File: src/rtl/rx_frame_deframer_pkg.sv
// Shared constants, FSM state type and the CRC_A byte step used by the
// PCD->PICC frame deframer.
package rx_frame_deframer_pkg;

  localparam int          BYTE_W        = 8;
  localparam logic [15:0] CRC_A_PRESET  = 16'h6363;
  localparam logic [15:0] CRC_A_RESIDUE = 16'h0000;

  typedef enum logic [1:0] {
    ST_IDLE   = 2'd0,
    ST_DATA   = 2'd1,
    ST_PARITY = 2'd2,
    ST_ERROR  = 2'd3
  } deframer_state_e;

  // One CRC_A byte step (reflected 0x1021), written in the byte-wise form
  // used by ISO/IEC 14443-3 so it can be compared against the reference code.
  function automatic logic [15:0] crc_a_step(input logic [15:0] crc,
                                             input logic [7:0]  data);
    logic [7:0] ch;
    ch = data ^ crc[7:0];
    ch = ch ^ {ch[3:0], 4'b0000};
    crc_a_step = {8'h00, crc[15:8]}
               ^ {ch, 8'h00}
               ^ {5'b00000, ch, 3'b000}
               ^ {12'h000, ch[7:4]};
  endfunction

endpackage

File: src/rtl/rx_frame_deframer_crc_a.sv
// Single-cycle byte-wide CRC_A register: init reloads the preset, en folds
// one byte in.
module crc_a
  import rx_frame_deframer_pkg::*;
(
  input  logic        clk,
  input  logic        rst_n,
  input  logic        init,
  input  logic        en,
  input  logic [7:0]  data,
  output logic [15:0] crc
);

  always_ff @(posedge clk or negedge rst_n) begin
    if (!rst_n) begin
      crc <= CRC_A_PRESET;
    end else if (init) begin
      crc <= CRC_A_PRESET;
    end else if (en) begin
      crc <= crc_a_step(crc, data);
    end
  end

endmodule

File: src/rtl/rx_frame_deframer.sv
// Deframes decoded PCD->PICC bits into bytes: LSb-first assembly, odd parity
// strip/check, running CRC_A and frame status at end of comms.
module rx_frame_deframer
  import rx_frame_deframer_pkg::*;
(
  input  logic       clk,
  input  logic       rst_n,
  input  logic       in_soc,
  input  logic       in_eoc,
  input  logic       in_error,
  input  logic       in_bit,
  input  logic       in_bit_valid,
  output logic       out_soc,
  output logic [7:0] out_data,
  output logic [2:0] out_bits,
  output logic       out_valid,
  output logic       out_eoc,
  output logic       out_error,
  output logic       crc_ok
);

  // Handshake: every in_* pulse is a single-cycle strobe with no back-pressure;
  // every out_* pulse is a single-cycle strobe one clock after its cause, and
  // out_data/out_bits stay stable between out_valid strobes.

  deframer_state_e state, state_nxt;

  logic [7:0]  shift, shift_nxt;
  logic [3:0]  bit_cnt, bit_cnt_nxt;
  logic [15:0] crc;
  logic        crc_init, crc_en;
  logic        parity_ok;

  logic       soc_nxt, valid_nxt, eoc_nxt, error_nxt, crc_ok_nxt;
  logic [7:0] data_nxt;
  logic [2:0] bits_nxt;

  assign parity_ok = (^shift) ^ in_bit;

  crc_a u_crc_a (
    .clk   (clk),
    .rst_n (rst_n),
    .init  (crc_init),
    .en    (crc_en),
    .data  (shift),
    .crc   (crc)
  );

  // State register
  always_ff @(posedge clk or negedge rst_n) begin
    if (!rst_n) begin
      state <= ST_IDLE;
    end else begin
      state <= state_nxt;
    end
  end

  // Next-state logic; in_soc restarts the frame from any state
  always_comb begin
    state_nxt = state;
    if (in_soc) begin
      state_nxt = ST_DATA;
    end else begin
      case (state)
        ST_DATA: begin
          if (in_error) begin
            state_nxt = ST_ERROR;
          end else if (in_eoc) begin
            state_nxt = ST_IDLE;
          end else if (in_bit_valid && (bit_cnt == 4'd7)) begin
            state_nxt = ST_PARITY;
          end
        end
        ST_PARITY: begin
          if (in_error) begin
            state_nxt = ST_ERROR;
          end else if (in_eoc) begin
            state_nxt = ST_IDLE;
          end else if (in_bit_valid) begin
            state_nxt = parity_ok ? ST_DATA : ST_ERROR;
          end
        end
        default: state_nxt = state;
      endcase
    end
  end

  // Output and datapath next values
  always_comb begin
    soc_nxt     = 1'b0;
    valid_nxt   = 1'b0;
    eoc_nxt     = 1'b0;
    error_nxt   = 1'b0;
    crc_ok_nxt  = 1'b0;
    data_nxt    = out_data;
    bits_nxt    = out_bits;
    shift_nxt   = shift;
    bit_cnt_nxt = bit_cnt;
    crc_init    = 1'b0;
    crc_en      = 1'b0;
    if (in_soc) begin
      soc_nxt     = 1'b1;
      shift_nxt   = 8'h00;
      bit_cnt_nxt = 4'd0;
      crc_init    = 1'b1;
    end else begin
      case (state)
        ST_DATA: begin
          if (in_error) begin
            error_nxt = 1'b1;
          end else if (in_eoc) begin
            eoc_nxt = 1'b1;
            if (bit_cnt != 4'd0) begin
              // Short trailing byte: no parity, not part of the CRC
              valid_nxt = 1'b1;
              data_nxt  = shift;
              bits_nxt  = bit_cnt[2:0];
            end else begin
              crc_ok_nxt = (crc == CRC_A_RESIDUE);
            end
          end else if (in_bit_valid) begin
            shift_nxt[bit_cnt[2:0]] = in_bit;
            bit_cnt_nxt             = bit_cnt + 4'd1;
          end
        end
        ST_PARITY: begin
          if (in_error || in_eoc) begin
            error_nxt = 1'b1;
          end else if (in_bit_valid) begin
            if (parity_ok) begin
              valid_nxt   = 1'b1;
              data_nxt    = shift;
              bits_nxt    = 3'd0;
              crc_en      = 1'b1;
              shift_nxt   = 8'h00;
              bit_cnt_nxt = 4'd0;
            end else begin
              error_nxt = 1'b1;
            end
          end
        end
        default: ;
      endcase
    end
  end

  always_ff @(posedge clk or negedge rst_n) begin
    if (!rst_n) begin
      shift     <= 8'h00;
      bit_cnt   <= 4'd0;
      out_soc   <= 1'b0;
      out_data  <= 8'h00;
      out_bits  <= 3'd0;
      out_valid <= 1'b0;
      out_eoc   <= 1'b0;
      out_error <= 1'b0;
      crc_ok    <= 1'b0;
    end else begin
      shift     <= shift_nxt;
      bit_cnt   <= bit_cnt_nxt;
      out_soc   <= soc_nxt;
      out_data  <= data_nxt;
      out_bits  <= bits_nxt;
      out_valid <= valid_nxt;
      out_eoc   <= eoc_nxt;
      out_error <= error_nxt;
      crc_ok    <= crc_ok_nxt;
    end
  end

endmodule

File: config.mk
export PLATFORM = sky130hd
export DESIGN_NAME = rx_frame_deframer
export DESIGN_NICKNAME = d
export VERILOG_FILES = /design/src/rtl/rx_frame_deframer_pkg.sv /design/src/rtl/rx_frame_deframer_crc_a.sv /design/src/rtl/rx_frame_deframer.sv
export SDC_FILE = /design/constraint.sdc
export NUM_CORES = 1
export LEC_CHECK = 0
export CAP_MARGIN = 20
export CORE_MARGIN = 3
export CORE_UTILIZATION = 55
export DETAILED_ROUTE_END_ITERATION = 6
export PLACE_DENSITY = 0.75
export SLEW_MARGIN = 20
export SYNTH_ARGS = -nofsm -noshare
export SYNTH_HDL_FRONTEND = slang
export SYNTH_SLANG_ARGS = --single-unit
File: constraint.sdc
create_clock -name clk -period 2.8 [get_ports clk]
set_input_delay 0.42 -clock clk [delete_from_list [all_inputs] [get_ports clk]]
set_output_delay 0.42 -clock clk [all_outputs]
set_load 0.05 [all_outputs]
==> flow_metrics.py <==
metrics = {
    "route": {
        "ant_nets": 0,
        "drt-pass1-iter-count": 4,
        "drt-wirelength-per-cell_um": 17.4,
        "drt_iter0_drc": 142,
        "vias": 2325,
        "avgViaCountPerCell": 6.09,
        "finalWirelength_um": 6660,
        "drc": 0,
    },
    "place": {
        "dp_cells": 374,
        "gp_congestion": 0.885,
        "numPortBuffers": 22,
        "dp_hpwl_um": 4460,
    },
    "cells_and_area": {
        "fillers": 405,
        "drive_gt1_share_pct": 16.5,
        "layout.nets": 325,
        "area_growth_pct": 15.2,
        "antenna_cells": 0,
        "fin_cells": 382,
    },
    "clocking": {
        "clk_path_buf_depth": 2,
        "clock_latency_ns": 0.31,
        "cts_root_buf": "clkbuf_8",
        "cts_tree": "built",
        "cts_resized": 0,
        "cts_sinks": 46,
        "cts_buffers": 5,
        "h-tree-depth": 2,
        "cts_setup_buffers": 0,
        "hold_buffers": 0,
        "clk_pin_slew_ns": 0.09,
    },
    "critical_path": {
        "cp-end-kind": "register",
        "cp.arrival_ns": 2.75,
        "crit_path_top_delay_cell": "nor3b_1",
        "start_kind": "register",
        "cp.required_ns": 2.99,
        "timing.rr.start": "bit_cnt[1]$_DFFE_PN0P_",
        "reg2reg_to": "out_data[4]$_DFFE_PN0P_",
        "path_class": "reg -> reg",
        "path_max_fanout": 19,
        "cp_cell_sequence": "inv_1 > ha_1 > nor3b_1 > o21a_1 > or2_1 > o311ai_0 > a311o_1",
        "worstRegToRegCells": 7,
        "rrSetupSlack_ns": 0.25,
        "max_stage_delay_ns": 0.51,
    },
    "global_route": {
        "antenna_found_initial": 0,
        "grt.total_usage_pct": 23.6,
        "grt.overflow.total": 0,
        "grt_max_degree": 47,
        "grt_pass1_wl_um": 11300,
        "grt_pass1_vias": 2236,
    },
    "power_and_ir_drop": {
        "pwr-share-seq_pct": 37.0,
        "p_comb_share_pct": 40.3,
        "clkPwrFrac_pct": 22.7,
        "swShare_pct": 39.7,
        "peakVddDrop_v": 0.000696,
        "p_int_mw": 1.36,
        "power.density_mw_per_mm2": 691,
        "p_switching_mw": 0.894,
        "p_leak_nw": 1.28,
    },
    "flow_run": {
        "max-cap-violations": 0,
    },
    "floorplan": {
        "initial_core_util_pct": 58.3,
        "die_y_um": 77.7,
        "design.core.area_mm2": 0.00485,
        "die_area_mm2": 0.00604,
        "die_x_um": 77.7,
        "fp-row-count": 25,
        "boundaryPins": 23,
    },
    "logic_synthesis": {
        "syn_area_per_cell_um2": 9.66,
        "ys_warn_count": 0,
        "synth_cell_types": 49,
        "synth_most_common_cell": "dfrtp_1",
        "async_flop_share_pct": 100,
        "synth-main-ff-cell": "dfrtp_1",
        "synth_top_area_share_pct": 33.6,
        "synth_edf_count": 0,
        "netlist_top_cells_count": "dfrtp_1 (38), xnor2_1 (20), nor2_1 (19), o21ai_0 (19), clkbuf_1 (17)",
        "synth.area.top_cells": "dfrtp_1 (34%), dfstp_2 (7.4%), xnor2_1 (6.2%)",
        "syn-instance-count": 293,
        "ys_seq_area_share_pct": 41.0,
        "ys_ff_latch": 46,
        "netlist_area_mm2": 0.00283,
        "synth_top_cell_by_area": "dfrtp_1",
        "synth_nets": 304,
    },
    "sta": {
        "timing.fmax_mhz": 392,
        "hold_viol": 0,
        "fin_crit_ns": 2.55,
        "finalClockSkew_ns": 0.00446,
        "fin_setup_tns_ns": 0,
        "slew_headroom_pct": 59.4,
        "slew_violations": 0,
        "post-route-period-util_pct": 91.1,
        "worst_pin_slew_ns": 0.608,
        "rsz0062_at_grt": "no",
        "finalSetupViolCount": 0,
    },
    "min_path": {
        "hold_path.class": "in -> async",
    },
    "status": {
        "status": "finished clean",
    },
}
-- logic make-up after synthesis --
logic type               after synthesis  share of synthesized area (%)
AND/OR/NAND/NOR                       91                           17.5
AO/OA/AOI/OAI                         75                           19.7
flip-flops                            46                           41.0
buffers and inverters                 38                           5.97
XOR/XNOR                              30                           10.3
multiplexers                           9                           3.67
adder cells (fa/ha/maj)                4                           1.77
-- power groups by stage --
stage / clock network [mW] / logic (mW) / registers [mW]
2_1_floorplan: 0 / 0.360 / 1.09
3_3_place_gp: 0 / 0.892 / 0.843
3_5_place_dp: 0 / 0.903 / 0.846
4_1_cts: 0.518 / 0.910 / 0.835
5_1_grt: 0.552 / 0.973 / 0.849
6_report: 0.511 / 0.908 / 0.834
-- layer usage --
metal | track usage, % | part of all wire (%) | vias to the layer above
met5 | 0 | 0 | -
met1 | 33.0 | 47 | 1143
met2 | 36.6 | 46 | 60
met4 | 8.90 | 2.0 | 0
li1 | - | - | 1109
met3 | 4.29 | 4.2 | 13
-- sequential cells by signal, summed over array words and instances, names as in the netlist --
| signal | flops |
|---|---|
| u_crc_a.crc | 16 |
| out_data | 8 |
| shift | 8 |
| bit_cnt | 4 |
| out_bits | 3 |
| state | 2 |
| crc_ok | 1 |
| out_eoc | 1 |
| out_error | 1 |
| out_soc | 1 |
| out_valid | 1 |
-- critical path, delay by kind of cell, from the launching register on --
kind | cells | cell delay, ns
AO/OA/AOI/OAI | 3 | 0.74
adder cells (fa/ha/maj) | 1 | 0.17
flip-flops | 1 | 0.38
buffers and inverters | 1 | 0.14
AND/OR/NAND/NOR | 2 | 1.00
-- final cells by class --
cell class	instances	area, um^2	share of cell area (%)
clock buffer	5	68.8	2.11
sequential	46	1160	35.6
inverter	14	52.6	1.61
timing repair buffer	38	350	10.7
tap	67	83.8	2.57
clock inverter	3	43.8	1.34
multi-input combinational	209	1500	46.0
-- cells in the final DEF, fill, tap and decap left out, types with 11 or more instances in the layout --
master,count
o21ai_0,19
nand3_1,13
clkdlybuf4s50_1,21
dfrtp_1,38
inv_1,14
buf_4,16
a21oi_1,11
nor2_1,19
nor4_1,15
xnor2_1,20
-- stage by stage --
| stage | power (mW) | instance area [um^2] | setup WS, ns | hold slack, ns | util [%] |
|---|---|---|---|---|---|
| 6_report | 2.25 | 3260 | 0.248 | 0.103 | 67.2 |
| 2_1_floorplan | 1.45 | 2830 | 0.531 | 0.124 | - |
| 5_1_grt | 2.37 | 3260 | 0.0702 | 0.144 | 67.2 |
| 3_5_place_dp | 1.75 | 3140 | 0.194 | 0.539 | 64.9 |
| 4_1_cts | 2.26 | 3260 | 0.283 | 0.317 | 67.2 |
| 3_3_place_gp | 1.73 | 3140 | 0.193 | 0.532 | 64.9 |
-- worst max-delay path by stage --
stage | from | to | slack, ns
after CTS | bit_cnt[1]$_DFFE_PN0P_ | out_data[4]$_DFFE_PN0P_ | 0.28
after global placement | in_bit | u_crc_a.crc[14]$_DFFE_PN1P_ | 0.19
after detailed placement | in_bit | u_crc_a.crc[14]$_DFFE_PN1P_ | 0.19
after global routing | bit_cnt[1]$_DFFE_PN0P_ | out_data[3]$_DFFE_PN0P_ | 0.07
final | bit_cnt[1]$_DFFE_PN0P_ | out_data[4]$_DFFE_PN0P_ | 0.25
after floorplan | bit_cnt[1]$_DFFE_PN0P_ | out_data[1]$_DFFE_PN0P_ | 0.53
No activity file was read; power rests on OpenSTA's default activity.
